==> config.mk <==
export PLATFORM = sky130hd
export DESIGN_NAME = halloween_sequencer
export DESIGN_NICKNAME = d
export VERILOG_FILES = /design/src/rtl/halloween_pkg.sv /design/src/rtl/halloween_op_decode.sv /design/src/rtl/halloween_sequencer.sv
export SDC_FILE = /design/constraint.sdc
export NUM_CORES = 1
export LEC_CHECK = 0
export BUFFER_PORTS_ARGS = -buffer_cell sky130_fd_sc_hd__buf_2
export CELL_PAD_IN_SITES_DETAIL_PLACEMENT = 0
export CELL_PAD_IN_SITES_GLOBAL_PLACEMENT = 1
export CORE_AREA = 2 2 77 79
export CTS_BUF_LIST = sky130_fd_sc_hd__clkbuf_2
export DETAILED_ROUTE_END_ITERATION = 6
export DIE_AREA = 0 0 79 81
export PLACE_DENSITY_LB_ADDON = 0.1
export SLEW_MARGIN = 20
export SYNTH_ARGS = -nofsm -noshare
export SYNTH_HDL_FRONTEND = slang
export SYNTH_SLANG_ARGS = --single-unit
==> constraint.sdc <==
create_clock -name clk -period 3.6 [get_ports clk]
set_input_delay 1.08 -clock clk [delete_from_list [all_inputs] [get_ports clk]]
set_output_delay 1.08 -clock clk [all_outputs]
set_load 0.05 [all_outputs]
==> src/rtl/halloween_pkg.sv <==
// Shared definitions for the Halloween show sequencer: opcode values,
// opcode class encodings, sequencer state and the decoded-opcode payload.
package halloween_pkg;

  localparam int unsigned OP_W   = 4;
  localparam int unsigned ITEM_W = 3;

  // Opcode values: [3:2] = class, [1:0] = item within the class
  localparam logic [OP_W-1:0] ON        = 4'b0000;
  localparam logic [OP_W-1:0] RESET     = 4'b0001;
  localparam logic [OP_W-1:0] GREEN     = 4'b0100;
  localparam logic [OP_W-1:0] PURPLE    = 4'b0101;
  localparam logic [OP_W-1:0] ORANGE    = 4'b0110;
  localparam logic [OP_W-1:0] SCREAMING = 4'b1000;
  localparam logic [OP_W-1:0] CACKLING  = 4'b1001;
  localparam logic [OP_W-1:0] BOO       = 4'b1010;
  localparam logic [OP_W-1:0] WAVEHANDS = 4'b1100;
  localparam logic [OP_W-1:0] MOVEJAW   = 4'b1101;
  localparam logic [OP_W-1:0] FOG       = 4'b1110;

  typedef enum logic [1:0] {
    CLS_SYS   = 2'b00,
    CLS_COLOR = 2'b01,
    CLS_SOUND = 2'b10,
    CLS_MOVE  = 2'b11
  } op_class_e;

  typedef enum logic {
    IDLE = 1'b0,
    RUN  = 1'b1
  } seq_state_e;

  // Decoded opcode; item is one-hot (item 0 -> bit 0) and zero when illegal
  typedef struct packed {
    op_class_e         cls;
    logic [ITEM_W-1:0] item;
    logic              is_reset;
    logic              is_illegal;
  } op_dec_t;

endpackage

==> src/rtl/halloween_op_decode.sv <==
// Combinational opcode decoder.
// Ports:
//   opcode_i : 4-bit program opcode
//   dec_o    : {class, one-hot item, is_reset, is_illegal}
module halloween_op_decode
  import halloween_pkg::*;
(
  input  logic [OP_W-1:0] opcode_i,
  output op_dec_t         dec_o
);

  always_comb begin
    dec_o     = '0;
    dec_o.cls = op_class_e'(opcode_i[3:2]);

    case (opcode_i[1:0])
      2'b00:   dec_o.item = 3'b001;
      2'b01:   dec_o.item = 3'b010;
      2'b10:   dec_o.item = 3'b100;
      default: dec_o.item = '0;
    endcase

    unique case (opcode_i)
      ON:      dec_o.is_reset = 1'b0;
      RESET:   dec_o.is_reset = 1'b1;
      GREEN, PURPLE, ORANGE,
      SCREAMING, CACKLING, BOO,
      WAVEHANDS, MOVEJAW, FOG:
               dec_o.is_illegal = 1'b0;
      default: dec_o.is_illegal = 1'b1;
    endcase

    // Illegal opcodes execute as NOP, so they carry no item
    if (dec_o.is_illegal) begin
      dec_o.item = '0;
    end
  end

endmodule

==> src/rtl/halloween_sequencer.sv <==
// Programmable show sequencer: steps through a table of opcodes under
// start/stop control with a per-step dwell and optional looping, and
// drives held light/movement selects and one-cycle sound strobes.
// Ports:
//   clk, rst                 : clock, asynchronous active-high reset
//   prog_we_i/addr_i/data_i  : program table write (dropped while busy)
//   start_i, stop_i          : run control (stop wins over start)
//   loop_en_i                : wrap to slot 0 after the last slot
//   dwell_i                  : extra cycles per step, latched at start
//   busy_o, slot_idx_o       : run status and current slot
//   light_sel_o, move_sel_o  : held one-hot effect selects
//   sound_pulse_o            : one-cycle one-hot sound strobe
//   done_o                   : one-cycle end-of-program pulse
//   op_err_o                 : sticky illegal-opcode flag
module halloween_sequencer
  import halloween_pkg::*;
#(
  parameter int unsigned NUM_SLOTS = 4,
  parameter int unsigned SLOT_W    = $clog2(NUM_SLOTS),
  parameter int unsigned DWELL_W   = 4
) (
  input  logic               clk,
  input  logic               rst,
  input  logic               prog_we_i,
  input  logic [SLOT_W-1:0]  prog_addr_i,
  input  logic [OP_W-1:0]    prog_data_i,
  input  logic               start_i,
  input  logic               stop_i,
  input  logic               loop_en_i,
  input  logic [DWELL_W-1:0] dwell_i,
  output logic               busy_o,
  output logic [SLOT_W-1:0]  slot_idx_o,
  output logic [ITEM_W-1:0]  light_sel_o,
  output logic [ITEM_W-1:0]  sound_pulse_o,
  output logic [ITEM_W-1:0]  move_sel_o,
  output logic               done_o,
  output logic               op_err_o
);

  seq_state_e         state_q;
  logic [OP_W-1:0]    prog_q [NUM_SLOTS];
  logic [SLOT_W-1:0]  slot_q;
  logic [DWELL_W-1:0] cnt_q;
  logic [DWELL_W-1:0] dwell_q;
  logic [ITEM_W-1:0]  light_q;
  logic [ITEM_W-1:0]  sound_q;
  logic [ITEM_W-1:0]  move_q;
  logic               done_q;
  logic               err_q;

  op_dec_t dec;
  logic    running;
  logic    entry;
  logic    step_end;
  logic    last_slot;
  logic    exec_reset;

  halloween_op_decode u_decode (
    .opcode_i (prog_q[slot_q]),
    .dec_o    (dec)
  );

  assign running    = (state_q == RUN);
  // First cycle of a slot: effects for this slot land on the next edge
  assign entry      = running && (cnt_q == '0);
  assign step_end   = (cnt_q == dwell_q);
  assign last_slot  = (slot_q == SLOT_W'(NUM_SLOTS - 1));
  assign exec_reset = entry && dec.is_reset;

  // Program table; writes are ignored while a program runs
  always_ff @(posedge clk or posedge rst) begin
    if (rst) begin
      for (int i = 0; i < int'(NUM_SLOTS); i++) begin
        prog_q[i] <= '0;
      end
    end else if (prog_we_i && !running && (32'(prog_addr_i) < NUM_SLOTS)) begin
      prog_q[prog_addr_i] <= prog_data_i;
    end
  end

  // Sequencing FSM with registered effect outputs
  always_ff @(posedge clk or posedge rst) begin
    if (rst) begin
      state_q <= IDLE;
      slot_q  <= '0;
      cnt_q   <= '0;
      dwell_q <= '0;
      light_q <= '0;
      sound_q <= '0;
      move_q  <= '0;
      done_q  <= 1'b0;
      err_q   <= 1'b0;
    end else begin
      done_q  <= 1'b0;
      sound_q <= '0;

      // Effects follow the slot that was current during the previous cycle
      if (entry) begin
        if (dec.cls == CLS_COLOR && !dec.is_illegal) begin
          light_q <= dec.item;
        end else if (dec.is_reset) begin
          light_q <= '0;
        end
        sound_q <= (dec.cls == CLS_SOUND && !dec.is_illegal) ? dec.item : '0;
        move_q  <= (dec.cls == CLS_MOVE  && !dec.is_illegal) ? dec.item : '0;
        if (dec.is_illegal) begin
          err_q <= 1'b1;
        end
      end else if (!running) begin
        move_q <= '0;
      end

      case (state_q)
        IDLE: begin
          if (start_i && !stop_i) begin
            state_q <= RUN;
            slot_q  <= '0;
            cnt_q   <= '0;
            dwell_q <= dwell_i;
            err_q   <= 1'b0;
          end
        end
        RUN: begin
          if (stop_i) begin
            state_q <= IDLE;
          end else if (exec_reset) begin
            // RESET ends the program at its entry, skipping remaining slots
            state_q <= IDLE;
            done_q  <= 1'b1;
          end else if (step_end) begin
            cnt_q <= '0;
            if (last_slot) begin
              if (loop_en_i) begin
                slot_q <= '0;
              end else begin
                state_q <= IDLE;
                done_q  <= 1'b1;
              end
            end else begin
              slot_q <= slot_q + SLOT_W'(1);
            end
          end else begin
            cnt_q <= cnt_q + DWELL_W'(1);
          end
        end
      endcase
    end
  end

  assign busy_o        = running;
  assign slot_idx_o    = slot_q;
  assign light_sel_o   = light_q;
  assign sound_pulse_o = sound_q;
  assign move_sel_o    = move_q;
  assign done_o        = done_q;
  assign op_err_o      = err_q;

endmodule

Yosys cells after proc, flatten, opt, wreduce, memory -nomap -nowiden
Cells that the tools add are included.
{"block": "word_totals", "reg_bits": 38, "latch_bits": 0, "mem_bits_rw": 0, "romBits": 0, "in_bits": 16, "out_inout_bits": 14, "word_cells": 108, "mem_count": 0}
{"block": "classes", "add_sub_neg": 2, "multipliers": 0, "n_div": 0, "n_lt_le_gt_ge": 3, "n_eq_ne": 23, "shifts": 0, "mux": 45, "bitwise_logic": 3, "reduce_logical": 19}
{"op": "$mux W4", "count": 7}
{"op": "$eq A4 B4 Y1 const B", "count": 6}
{"op": "$mux W3", "count": 8}
{"op": "$mux W1", "count": 17}
{"op": "$bwmux W16", "count": 1}
{"op": "$eq A4 B3 Y1 const B", "count": 3}
{"op": "$mux W2", "count": 6}
{"op": "$reduce_or A11 Y1", "count": 1}
{"op": "$pmux W3 S3", "count": 1}
{"op": "$bmux W4 S2", "count": 1}
{"op": "$demux W4 S2", "count": 1}
{"op": "$eq A2 B2 Y1 const B", "count": 4}
{"op": "$logic_and A1 B1 Y1", "count": 8}
{"op": "$logic_not A4 Y1", "count": 2}
{"op": "$pmux W4 S2", "count": 1}
{"op": "$ge A3 B3 Y1 const B", "count": 2}
{"op": "$ne A2 B2 Y1 const B", "count": 3}
{"op": "$not A2 Y3", "count": 2}
{"op": "$reduce_and A5 Y1", "count": 1}
{"op": "$add A4 B1 Y4 const B", "count": 1}
{"op": "$eq A2 B1 Y1 const B", "count": 2}
{"op": "$eq A4 B1 Y1 const B", "count": 1}
{"op": "$eq A4 B4 Y1", "count": 1}
{"op": "$ne A2 B1 Y1 const B", "count": 2}
{"op": "other kinds (11)", "count": 13}

Longest topological paths before layout
Gate-level depths: netlist of the first run.
{"block": "logic_depth", "ltp_word": 10, "ltp_mapped": 7, "mapped_depth_nobuf": 7}

Hierarchy
Synthesis of the first run repeated with hierarchy kept, for this count alone.
{"block": "unflattened", "hier_cells": 142, "area_unflattened_um2": 1846.8}
{"mod": "halloween_sequencer", "instances": 1, "cells_each": 134, "area_per_inst_um2": 1789.2, "seq_area_each_um2": 950.9}
{"mod": "halloween_op_decode", "instances": 1, "cells_each": 8, "area_per_inst_um2": 57.6, "seq_area_each_um2": 0.0}

Worst setup path before layout of the first run
OpenSTA, ideal clock, no wires.
{"block": "synth_path", "kind": "reg-to-reg", "startpoint": "reg slot_q[0] (netlist: slot_idx_o[0])", "endpoint": "reg slot_q[1] (netlist: slot_idx_o[1])", "setup_time_ns": 0.122, "arrival_ns": 2.264, "required_ns": 3.478, "setup_slack_ns": 1.214, "path_stages_with_launch": 7, "n_path_buf": 1, "synth_period_minus_slack_ns": 2.386, "cell_sequence": "dfrtp_1 > buf_6 > mux4_2 > nand2b_4 > o31ai_4 > nor3_2 > a32o_1"}
{"block": "synth_via", "elab_chain_cells": 9, "word_cells_on_any_way": 17, "cone_classes": "add/sub: 1; eq/ne: 4; mux: 9; bitwise: 1; reduce/logical: 2"}
{"element": "start: declaration", "line": "halloween_sequencer.sv:42", "source": "logic [SLOT_W-1:0] slot_q;"}
{"element": "start signal: assignment", "line": "halloween_sequencer.sv:140", "source": "slot_q <= slot_q + SLOT_W'(1);"}
{"element": "$not A2 Y3 (implied by the code)", "line": "halloween_sequencer.sv:59", "source": ".opcode_i (prog_q[slot_q]),"}
{"element": "$bmux W4 S2", "line": "halloween_sequencer.sv:59"}
{"element": "$mux W4 (implied by the code) (2 in a row)", "line": "halloween_sequencer.sv:59"}
{"element": "$eq A4 B1 Y1", "line": "halloween_op_decode.sv:23", "source": "unique case (opcode_i)"}
{"element": "$mux W1", "line": "halloween_op_decode.sv:23"}
{"element": "$logic_and A1 B1 Y1", "line": "halloween_sequencer.sv:68", "source": "assign exec_reset = entry && dec.is_reset;"}
{"element": "$ne A2 B2 Y1 (no line)"}
{"element": "$reduce_and A5 Y1 (no line)"}
Several ways; a longest one is shown, not always the timed one. The select of a mux whose other input is x is not followed.
A chain may end at the register's enable or synchronous reset.

Worst setup path after layout of the first run
{"block": "layout_path", "startpoint": "reg state_q (netlist: busy_o)", "endpoint": "out busy_o"}
{"element": "start: declaration", "line": "halloween_sequencer.sv:40", "source": "seq_state_e state_q;"}
{"element": "start signal: assignment", "line": "halloween_sequencer.sv:84", "source": "state_q <= IDLE;"}
{"element": "start signal: assignment", "line": "halloween_sequencer.sv:116", "source": "state_q <= RUN;"}
{"element": "start signal: assignment", "line": "halloween_sequencer.sv:125", "source": "state_q <= IDLE;"}
{"element": "end: declaration", "line": "halloween_sequencer.sv:31", "source": "output logic busy_o,"}
No word-level cell between the ends.

==> results of run 1 <==
[sequential cells by signal (all words and copies together) (netlist names)]
signal and count:
busy_o 1, cnt_q 4, done_o 1, dwell_q 4, light_sel_o 3, move_sel_o 3, op_err_o 1, prog_q 16
slot_idx_o 2, sound_pulse_o 3
[cell type report]
| class | count | area (um^2) |
|---|---|---|
| fillers | 591 | 3528 |
| flip-flops and latches | 38 | 950.9 |
| multi-input cells | 109 | 884.6 |
| repair buffers | 30 | 152.6 |
| well taps | 75 | 93.84 |
| clock buffers | 6 | 30.03 |
| inverters | 7 | 26.28 |
| clock inverters | 2 | 8.758 |
[final timing paths]
path | end | depth (start not counted)
worst max-delay path | busy_o | 1
worst min-delay path | move_sel_o[1] | 2
worst max register to register | slot_idx_o[1] | 4
worst min register to register | move_sel_o[1] | 2
max in group asynchronous | prog_q[11] | 3
min in group asynchronous | done_o | 2
[where the power goes]
part / internal, mW / switching [mW] / total (mW)
logic: 0.197 / 0.293 / 0.490
clock network: 0.0479 / 0.128 / 0.175
registers: 0.515 / 0.0781 / 0.593
total: 0.760 / 0.498 / 1.26
[cell families (layout without fill, tap and decap cells)]
| kind of cell | after synthesis | count (layout) | share of synthesized area, % |
|---|---|---|---|
| and+or+nand+nor | 53 | 53 | 15.27 |
| DFF | 38 | 38 | 50.46 |
| muxes | 26 | 26 | 19.06 |
| AOI/OAI and AO/OA | 23 | 23 | 8.766 |
| buffers and inverters | 11 | 45 | 2.590 |
| xor gates and xnor gates | 4 | 4 | 1.859 |
| adders and majority gates | 3 | 3 | 1.992 |
[tightest hold or removal path, stage by stage (launching register included)]
cell     delay (ns)
dfrtp_1        0.38
nand2_1        0.05
o21ai_0        0.06
[per-stage QoR]
step	setup slack [ns]	hold WS (ns)	cells	area, um^2	utilization (%)
final	1.186	0.5065	267	2147	37.83
after global routing	1.061	0.5563	267	2147	37.83
after CTS	1.142	0.5199	267	2147	37.83
after detailed placement	1.209	0.4792	259	2108	37.15
after global placement	1.246	0.4701	259	2108	37.15
after floorplan	1.214	0.4708	158	1884	-
[cell usage in the layout (no fill, tap or decap), types with 2 or more instances in the layout]
cell type	n
dfrtp_1	38
buf_2	29
mux2_2	20
nand2_1	12
nor2_1	11
o21ai_0	8
inv_1	7
nor3_1	6
clkbuf_2	6
nand2b_1	5
xor2_1	4
mux4_1	3
nor2b_1	3
nor3b_1	3
nand3_1	3
a21oi_1	3
ha_1	3
mux4_2	2
o41ai_1	2
a21o_1	2
or2_2	2
a32o_1	2
[layer usage]
| layer | vias to the layer above | part of all wire (%) | track usage (%) |
|---|---|---|---|
| met5 | - | 0 | 0 |
| met4 | 0 | 1.4 | 5.000 |
| met3 | 5 | 4.8 | 3.778 |
| met2 | 29 | 49 | 21.36 |
| met1 | 585 | 45 | 16.75 |
| li1 | 629 | - | - |
[cell usage after synthesis, drive strengths merged]
cell and instances:
mux2i 1, and2 1, a21boi 1, o21ai 8, dfrtp 38, mux4 5
nand3 3, inv 7, o21bai 1, nand2b 6, nand2 12, nor4 1
or4 1, nor2b 3, clkbuf 3, buf 1, a21oi 3, o22a 1
or2 2, nand3b 1, a31oi 1, ha 3, and4bb 1, mux2 20
a32o 2, o31ai 1, o22ai 1, xor2 4, and2b 1, a21o 2
o41ai 2, nor3b 3, nor3 7, nor2 11
==> summary.md, run 1 <==
| Metric | Value |
|---|---|
| Status | finished clean |
| Worst hold path type | reg -> reg |
| FF-to-FF Start | slot_idx_o[0] |
| Critical path arrival | between 1 and 1.5 ns |
| First-pass GRT wire length | about 6.4 mm |
| Top cell type's share of synthesized area | 50.46% |
| Post-synthesis cell type count | 37 |
| Clock Skew | 0.01200 ns |
| Share of layout cells above drive strength 1 | 33.85% |
| Flops & latches, synth | 38 |
| Layout Nets | 210 |
| TritonCTS Sinks | 38 |
| Post-DP HPWL | 2.994 mm |
| Slew headroom | 41.31% |
| Synth area leaders | dfrtp_1 (50%), mux2_2 (12%), mux4_1 (4.2%) |
| Synthesized area | 1884 um^2 |
| Power per cell area | 586.1 nW/um^2 |
| DR vias/cell | 4.674 |
| Setup violators final | 0 |
| DRC viols | 0 |
| # diodes | 0 |
| CP Launch Type | flop |
| P_leak | 0.9788 nW |
| Final GP Congestion | slightly below 0.8 |
| Crit-path max FO | 11 |
| Final slew viol count | 0 |
| Top-level I/O count | 30 |
| Congestion Overflow GR | 0 |
| Die ar. | 6399 um^2 |
| Port Buf Inserts | 29 |
| Syn avg cell area | 11.93 um^2 |
| Final WL | 3.746 mm |
| Setup TNS | 0 ns |
| Clock Pin Slew Worst Setup and Hold Paths | 0.18 ns |
| Initial Utilization | 33.20% |
| CTS Buf Count | 5 |
| Via count | between 1000 and 1500 |
| Initial antenna violation count | 0 |
| H-tree Lvls | 2 |
| Tot Pwr | 1.258 mW |
| Synthesized instance count | 158 |
| Cts hold-fix bufs | 0 |
| Row count | 28 |
| Sequential-to-total area share from yosys stat | 50.46% |
| CP Data Required Time | 2.52 ns |
| DR iter-0 viols | 67 |
| Slowest cell on the critical path | dfrtp_1 |
| Worst Setup SP | busy_o |
| Largest area contributor in the netlist | dfrtp_1 |
| FMAX | 414.2 MHz |
| Die Width | approximately 80 um |
| CTS Buffer Depth | 2 |
| Core area | approximately 5700 um^2 |
| CTS root buffer | clkbuf_2 |
| CTS tree | done |
| Crit path buffers/inverters | 1 |
| Worst-margin pin slew | 0.8691 ns |
| Crit end category | output pin |
| Final worst path period share | 67.06% |
| Hold path start | move_sel_o[1] |
| Max incr delay on CP | 0.62 ns |
| P&R area growth vs syn | 13.94% |
| Unrepaired setup endpoints after global routing | false |
| GRT Total Usage | 13.16% |
| WL/cell | 14.03 um |
| Number of global-route vias before repair | 1275 |
| Peak VDD IR | about 0.00015 V |
| Final worst path period need | 2.414 ns |
| Final hold vios | 0 |
| Worst-Skew Late Latency | 0.37 ns |
| Cts repair resizes | 0 |
| Mapped Nets | 177 |
| CP top delay family | flip-flops |
| Synth warn | 0 |
| Reg-to-reg slack, setup | 1.22 ns |
| Largest net degree at the start of global routing | 22 |
| Pre-antenna DRT Iters | 4 |
| Routed Antenna Nets | 0 |
| CP cell instances | buf_2 |
| WS Path Type | reg -> out |
| Die Height | roughly 80 um |
| Post CTS Setup Buffer Count | 0 |
| Max-cap viol count | 0 |
Power figures use the tool's default switching activity.
==> run 2, diff against run 1 <==
- clock period: 3.6 -> 2.49 ns (I/O delays scaled with it)
==> summary.md, run 2 (synthesis gave the netlist of run 1 again) <==
| Metric | Value |
|---|---|
| Final slew viol count | 0 (unchanged) |
| Leading cell type in the layout, fill and taps excluded | dfrtp_1 |
| Crit end category | flop |
| CTS Buf Count | 5 (unchanged) |
| Die Height | 81 um (unchanged) |
| Final worst path period share | 88.48% |
| Sw Share | 39.73% (+0.13 points) |
| Unrepaired setup endpoints after global routing | false |
| H-tree Lvls | 2 (unchanged) |
| Worst Setup SP | slot_idx_o[0] |
| Largest net degree at the start of global routing | 39 (+77%) |
| Cts repair resizes | 0 (unchanged) |
| Number of global-route vias before repair | 1281 (+0.47%) |
| Port Buf Inserts | 29 (unchanged) |
| First-pass GRT wire length | 6.423 mm (+0.53%) |
| Layout Nets | 215 (+2.4%) |
| P&R area growth vs syn | 15.94% |
| FMAX | 453.9 MHz |
| Max-cap viol count | 0 (unchanged) |
| GRT Total Usage | 13.07% (-0.087 points) |
| CP Data Required Time | 2.78 ns (+0.26 ns) |
| Clock Pin Slew Worst Setup and Hold Paths | 0.20 ns (+0.02 ns) |
| Routed Antenna Nets | 0 (unchanged) |
| Final WL | 3.823 mm (+2.1%) |
| WL/cell | 14.06 um (+0.18%) |
| Placement Setup Slack | 0.2950 ns (-0.9140 ns) |
| Psw | 738.7 uW (+48%) |
| Peak VDD IR | 0.0003124 V (+110%) |
| Worst-margin pin slew | 0.6780 ns (-0.1910 ns) |
| Initial antenna violation count | 0 (unchanged) |
| TritonCTS Sinks | 38 (unchanged) |
| Final hold vios | 0 (unchanged) |
| CTS root buffer | clkbuf_2 |
| Clock Skew | 0.01415 ns (+0.002150 ns) |
| Critical path arrival | 2.49 ns (+1.16 ns) |
| Worst hold path type | in -> async |
| Top-level I/O count | 30 (unchanged) |
| Post CTS Setup Buffer Count | 0 (unchanged) |
| Setup violators final | 0 (unchanged) |
| Crit-path max FO | 10 (-1) |
| Post-DP HPWL | 2.960 mm (-1.1%) |
| Via count | 1317 (+5.5%) |
| Setup TNS | 0 ns (unchanged) |
| Die Width | 79 um (unchanged) |
| Die ar. | 6399 um^2 (unchanged) |
| Initial Utilization | 33.20% (unchanged) |
| Slew headroom | 54.70% (+13 points) |
| DR vias/cell | 4.842 (+3.6%) |
| Worst-Skew Late Latency | 0.38 ns (about the same) |
| Congestion Overflow GR | 0 (unchanged) |
| CTS Buffer Depth | 2 (unchanged) |
| Internal cell power | 1.121 mW (+47%) |
| CP endpoint | slot_idx_o[1] |
| P_leak | 1.004 nW (+2.5%) |
| Reg-to-reg slack, setup | 0.29 ns (-0.93 ns) |
| Reg-to-Reg End | slot_idx_o[1] |
| Power per cell area | 851.1 nW/um^2 (+45%) |
| Setup slack after layout | 0.2869 ns (-0.8990 ns) |
| DR iter-0 viols | 89 (+33%) |
| CTS tree | done |
| Max FFs per register | 16 (unchanged) |
| Pre-antenna DRT Iters | 4 (unchanged) |
| Final GP Congestion | 0.7550 (-4.6%) |
| Final worst path period need | 2.203 ns |
| FF-to-FF Start | slot_idx_o[0] |
| Clk network pwr share | 14.6% (+0.7 points) |
| CP Launch Type | flop |
| Regs by FF count | prog_q: 16 flops, cnt_q: 4 flops, dwell_q: 4 flops |
| Cts hold-fix bufs | 0 (unchanged) |
| WS Path Type | reg -> reg |
| DRC viols | 0 (unchanged) |
| R2R cell count | 5 (+1) |
| Combinational share of power | 39.8% (+0.9 points) |
| Commonest cells after routing, fill and taps aside | dfrtp_1 (38), buf_2 (29), mux2_2 (20), nand2_1 (12), nor2_1 (11) |
| Row count | 28 (unchanged) |
| # diodes | 0 (unchanged) |
| Share of layout cells above drive strength 1 | 35.53% (+1.7 points) |
| Sequential power share | 45.6% (-1.5 points) |
| Core area | 5675 um^2 (unchanged) |
| Status | finished clean |
| Largest Register | prog_q |
run 2: metrics by stage:
step	cells	util (%)	cell area (um^2)	total power, mW	hold slack (ns)
floorplan	158	-	1884	1.422	0.4708
finish	272	38.49	2185	1.859	0.4312
global placement	264	37.81	2146	1.595	0.4724
global route	272	38.49	2185	1.999	0.4421
CTS	272	38.49	2185	1.889	0.4213
detailed placement	264	37.81	2146	1.612	0.4776
run 2: worst min path at each step:
stage / startpoint / endpoint / slack (ns) / cells past startpoint
after floorplan: prog_q[2] / prog_q[2] / 0.47 / 1
after global placement: move_sel_o[0] / move_sel_o[0] / 0.47 / 2
after detailed placement: move_sel_o[2] / move_sel_o[2] / 0.48 / 2
after CTS: rst / light_sel_o[1] / 0.42 / 3
after global routing: rst / prog_q[7] / 0.44 / 3
final: rst / light_sel_o[1] / 0.43 / 3
run 2: metal layers:
metal	track usage, %	share of wire [%]	up-vias
li1	-	-	642
met1	16.69	45	641
met2	21.27	49	29
met3	3.778	4.6	5
met4	4.655	1.3	0
met5	0	0	-
run 2: power groups by stage:
stage | registers, mW | logic (mW) | clock network [mW]
floorplan | 0.972 | 0.450 | 0
global placement | 0.858 | 0.737 | 0
detailed placement | 0.866 | 0.746 | 0
CTS | 0.851 | 0.749 | 0.288
global route | 0.872 | 0.811 | 0.317
finish | 0.848 | 0.741 | 0.271
run 2: final cells by class:
class	count	area, um^2
Clock buffer	6	30.03
Clock inverter	2	8.758
Fill cell	584	3491
Tap cell	75	93.84
Sequential cell	38	950.9
Multi-Input combinational cell	109	884.6
Timing Repair Buffer	35	190.2
Inverter	7	26.28
run 2: worst max-delay path, cell delays in order, from the launching register on:
cell and delay [ns]:
dfrtp_1 0.52, mux4_2 0.60, nand2b_4 0.20, o31ai_4 0.44, nor3_2 0.09, a32o_1 0.27
